[src/rtl/coincidence_readout.sv]
// coincidence_readout: snapshots detector counters at window end and streams them as an indexed word frame
module coincidence_readout #(
   parameter  int NCHAN  = 4,
   parameter  int NBITS  = 4,
   localparam int NPAIRS = NCHAN*(NCHAN-1)/2,
   localparam int NWORDS = 1+NCHAN+NPAIRS
) (
   input  logic                    Clk,
   input  logic                    Rst,
   input  logic                    Enable_i,
   input  logic [NBITS-1:0]        nCycles_i,
   input  logic [NBITS-1:0]        Cnt_Clk_i,
   input  logic [NCHAN*NBITS-1:0]  Cnt_chann_i,
   input  logic [NPAIRS*NBITS-1:0] Cnt_pairs_i,
   output logic [NBITS-1:0]        Data_o,
   output logic [7:0]              Idx_o,
   output logic                    Valid_o,
   input  logic                    Ready_i,
   output logic                    Last_o,
   output logic                    Restart_o,
   output logic                    Busy_o,
   output logic [15:0]             Frames_o
);
   localparam int IW = $clog2(NWORDS);
   typedef enum logic [2:0] {IDLE, ARMED, SEND, RESTART, DRAIN} state_t;
   state_t state, state_n;
   logic [NBITS-1:0] shadow [NWORDS];
   logic [7:0] idx_n;
   logic capture, done;
   assign Data_o = shadow[Idx_o[IW-1:0]];
   // next state, word index and capture/frame-complete strobes
   always_comb begin
      state_n = state;
      idx_n   = Idx_o;
      capture = 1'b0;
      done    = 1'b0;
      case (state)
         IDLE:    state_n = Enable_i ? ARMED : IDLE;
         ARMED:   if (!Enable_i) state_n = IDLE;
                  else if (Cnt_Clk_i >= nCycles_i) begin
                     capture = 1'b1;
                     state_n = SEND;
                     idx_n   = 8'd0;
                  end
         SEND:    if (Ready_i) begin
                     done    = Last_o;
                     state_n = Last_o ? RESTART : SEND;
                     idx_n   = Last_o ? 8'd0 : Idx_o + 8'd1;
                  end
         RESTART: state_n = DRAIN;
         DRAIN:   state_n = (Cnt_Clk_i == '0) ? IDLE : DRAIN;
         default: state_n = IDLE;
      endcase
   end
   // state and registered handshake/status outputs
   always_ff @(posedge Clk) begin
      if (Rst) begin
         state     <= IDLE;
         Idx_o     <= 8'd0;
         Valid_o   <= 1'b0;
         Last_o    <= 1'b0;
         Restart_o <= 1'b0;
         Busy_o    <= 1'b0;
         Frames_o  <= 16'd0;
      end else begin
         state     <= state_n;
         Idx_o     <= idx_n;
         Valid_o   <= state_n == SEND;
         Last_o    <= (state_n == SEND) && (idx_n == 8'(NWORDS-1));
         Restart_o <= state_n == RESTART;
         Busy_o    <= state_n != IDLE;
         Frames_o  <= Frames_o + 16'(done);
      end
   end
   // shadow copy of clock, channel and pair counters taken at window end
   always_ff @(posedge Clk) begin
      if (Rst) begin
         for (int i = 0; i < NWORDS; i++) shadow[i] <= '0;
      end else if (capture) begin
         shadow[0] <= Cnt_Clk_i;
         for (int i = 0; i < NCHAN; i++) shadow[1+i] <= Cnt_chann_i[i*NBITS +: NBITS];
         for (int k = 0; k < NPAIRS; k++) shadow[1+NCHAN+k] <= Cnt_pairs_i[k*NBITS +: NBITS];
      end
   end
endmodule

[config.mk]
export PLATFORM = sky130hd
export DESIGN_NAME = coincidence_readout
export DESIGN_NICKNAME = d
export VERILOG_FILES = /design/src/rtl/coincidence_readout.sv
export SDC_FILE = /design/constraint.sdc
export NUM_CORES = 1
export LEC_CHECK = 0
export ABC_AREA = 1
export BUFFER_PORTS_ARGS = -buffer_cell sky130_fd_sc_hd__buf_2
export CAP_MARGIN = 5
export CORE_MARGIN = 4
export CORE_UTILIZATION = 58
export DETAILED_ROUTE_END_ITERATION = 7
export PLACE_DENSITY_LB_ADDON = 0.05
export SYNTH_ARGS = -nofsm -noshare
export SYNTH_HDL_FRONTEND = slang
export SYNTH_SLANG_ARGS = --single-unit
[constraint.sdc]
create_clock -name Clk -period 4.3 [get_ports Clk]
set_input_delay 1.29 -clock Clk [delete_from_list [all_inputs] [get_ports Clk]]
set_output_delay 1.29 -clock Clk [all_outputs]
set_load 0.02 [all_outputs]
==> impl_metrics.py <==
metrics = {
    "outcome": {
        "status": "complete, no violations",
    },
    "placed_design": {
        "hpwl_um": 5870,
        "io_buffers": 83,
        "routabilityCongestion": 0.868,
    },
    "worst_setup_path": {
        "r2r_end": "Frames_o[14]",
        "end_kind": "output pin",
        "start_kind": "flop",
        "required_ns": 3.01,
        "setup.worst_path.start": "Idx_o[0]",
        "path_class": "reg -> out",
        "cpMaxStageDelayCell": "dfxtp_1",
        "cpPeakStageDelay_ns": 0.65,
        "worstPathArrival_ns": 2.13,
        "path_depth": 6,
        "reg2regPathDepth": 13,
        "regToRegStartpoint": "state[1]",
        "setup.worst_path.end": "Data_o[2]",
        "cpMostUsedCell": "o21ai_0",
        "cp_num_buf_inv": 2,
        "cp_cell_sequence": "buf_4 > o21ai_0 > o221ai_1 > o21ai_0 > o21ai_0 > buf_2",
        "r2r_slack_ns": 1.93,
        "crit_family": "flip-flops",
        "cp_max_fo": 15,
    },
    "clock_network": {
        "clk_path_buf_depth": 2,
        "clock_latency_ns": 0.34,
        "hold_buffers": 0,
        "cts_root_buffer": "clkbuf_8",
        "path_clk_slew_ns": 0.08,
        "cts_tree": "yes",
        "post_cts_buffers": 0,
        "clock_sink_count": 75,
        "post_cts_resized": 0,
        "cts_buffers": 9,
        "h-tree-depth": 3,
    },
    "global_routing": {
        "grt_pass1_wl_um": 13400,
        "gr-usage-all-layers_pct": 22.3,
        "antenna_found_initial": 0,
        "grt.overflow.total": 0,
        "grt_start_max_net_pins": 41,
        "grt_pass1_vias": 3091,
    },
    "detailed_routing": {
        "vias": 3239,
        "drtIter0Drc": 129,
        "wire_per_inst_um": 13.3,
        "vias_per_cell": 5.22,
        "routed_wl_um": 8290,
        "drtAntennaViolNets": 0,
        "drc_errors": 0,
        "first_pass_iters": 5,
    },
    "pwr": {
        "ir_drop_uv": 280,
        "p_leak_nw": 2.11,
        "powerDensity_nw_per_um2": 337,
    },
    "logic_synthesis": {
        "synthFlopType": "edfxtp_1",
        "async_flop_share_pct": 0,
        "ys_warn_count": 0,
        "synthMuxAreaShare_pct": 0,
        "synth_edf_count": 44,
        "yosys.area_share.simple_pct": 23.7,
        "yosys.cell_types.count": 32,
        "post-synth-top-area-cell": "edfxtp_1",
        "syn_area_um2": 3730,
        "synth_compound_area_share_pct": 11.0,
        "synth-seq-cells": 75,
        "syn_inst": 458,
        "synth_top_cell_area_share_pct": 35.4,
        "synth_top_family_by_area": "simple AND/OR/NAND/NOR gates",
        "avgSynthCellArea_um2": 8.14,
        "synth_area_leaders": "edfxtp_1 35%, dfxtp_1 17%, nor2_1 9.5%",
        "synth_xor_area_share_pct": 0.235,
        "syn_nets": 517,
        "seq_area_frac_synth_pct": 52.1,
        "synthAdderAreaFrac_pct": 2.35,
    },
    "floorplan": {
        "die_h_um": 88.2,
        "initial_utilization_pct": 61.5,
        "chipWidth_um": 88.2,
        "coreArea_um2": 6060,
        "ios": 84,
        "dieArea_um2": 7770,
        "rows": 28,
    },
    "final_layout": {
        "antennaDiodeCount": 0,
        "final_cell_mix": "94 x nor2_1, 83 x buf_2, 81 x inv_1",
        "syn_to_final_growth_pct": 18.7,
        "final_common_cell": "nor2_1",
        "layout-drive-gt1-share_pct": 23.6,
        "layout.nets": 600,
    },
    "timing": {
        "hold_slack_ns": 0.505,
        "finalClockSkew_ns": 0.00492,
        "period_share_pct": 79.6,
        "timing.fmax_ghz": 0.292,
        "tightest_slew_ns": 0.573,
        "slew-limit-headroom_pct": 61.7,
        "setup_viol": 0,
        "min_period_ns": 3.42,
        "finalHoldViolCount": 0,
        "grt_setup_unrepaired": "no",
        "slew_violations": 0,
        "fin_tns_setup_ns": 0,
    },
    "min_path": {
        "whs_path_depth": 2,
        "hp-class": "reg -> reg",
    },
    "job": {
        "drv_cap": 0,
    },
}
logic make-up after synthesis:
logic type / count (synthesis)
adder cells (fa/ha/maj): 7
AND/OR/NAND/NOR: 197
buffers and inverters: 104
flip-flops: 75
AO/OA/AOI/OAI: 74
XOR/XNOR: 1
through the flow:
step                      util, %  instance area, µm²  worst slack (ns)  std cells  power (mW)
after floorplan                 -                3730             0.973        458       0.872
after global placement       69.4                4210              1.19        605       0.916
after detailed placement     69.4                4210              1.12        605       0.921
after CTS                    73.0                4420             0.876        621        1.50
after global routing         73.0                4420             0.708        621        1.55
final                        73.0                4420             0.878        621        1.49
where the power goes:
part	switching (mW)	internal, mW
logic	0.0697	0.0415
clock network	0.262	0.324
registers	0.00855	0.785
total	0.340	1.15
sequential cells by signal, summed over array words and instances, names as in the netlist:
| name | cells |
|---|---|
| state | 3 |
| Restart_o | 1 |
| Frames_o | 16 |
| shadow | 44 |
| Busy_o | 1 |
| Last_o | 1 |
| Valid_o | 1 |
| Idx_o | 8 |
cells in the mapped netlist (2+ instances only):
cell	n
edfxtp_1	44
buf_2	3
nand4_1	7
ha_1	7
o221ai_1	3
nor3_1	2
o21ai_1	4
o22ai_1	6
clkbuf_1	11
inv_1	81
nand3_1	20
a21oi_1	23
o211ai_1	4
dfxtp_1	31
nor2_4	4
o21ai_0	31
nor2_1	94
nand2_2	3
nor2_2	5
inv_2	8
nand3_2	3
nand2_1	54
layer usage:
layer	track usage [%]	vias up	share of wire, %
met2	38.3	113	51
met5	0	-	0
met3	4.99	6	6.1
met4	7.28	0	0.77
met1	27.9	1479	42
li1	-	1641	-
cell type report:
type                            instances  area [µm²]
Fill cell                             487        1640
Sequential cell                        75        1940
Clock inverter                          7        92.6
Timing Repair Buffer                   87         445
Multi-Input combinational cell        279        1390
Clock buffer                            9         124
Tap cell                               75        93.8
Inverter                               89         334
worst reg2reg max path, delay by kind of cell, from the launching register on:
kind | cells | cell delay, ns
flip-flops | 1 | 0.42
adder cells (fa/ha/maj) | 2 | 0.45
AND/OR/NAND/NOR | 9 | 1.18
AO/OA/AOI/OAI | 1 | 0.12
buffers and inverters | 1 | 0.08
how the worst min path moves through the flow:
stage                  from      endpoint  slack, ns
2_1_floorplan  Frames_o[12]  Frames_o[12]       0.55
3_3_place_gp   Frames_o[13]  Frames_o[13]       0.48
3_5_place_dp   Frames_o[12]  Frames_o[12]       0.49
4_1_cts        Frames_o[12]  Frames_o[12]       0.51
5_1_grt        Frames_o[12]  Frames_o[12]       0.52
6_report       Frames_o[12]  Frames_o[12]       0.51
(Power assumes the default switching activity.)
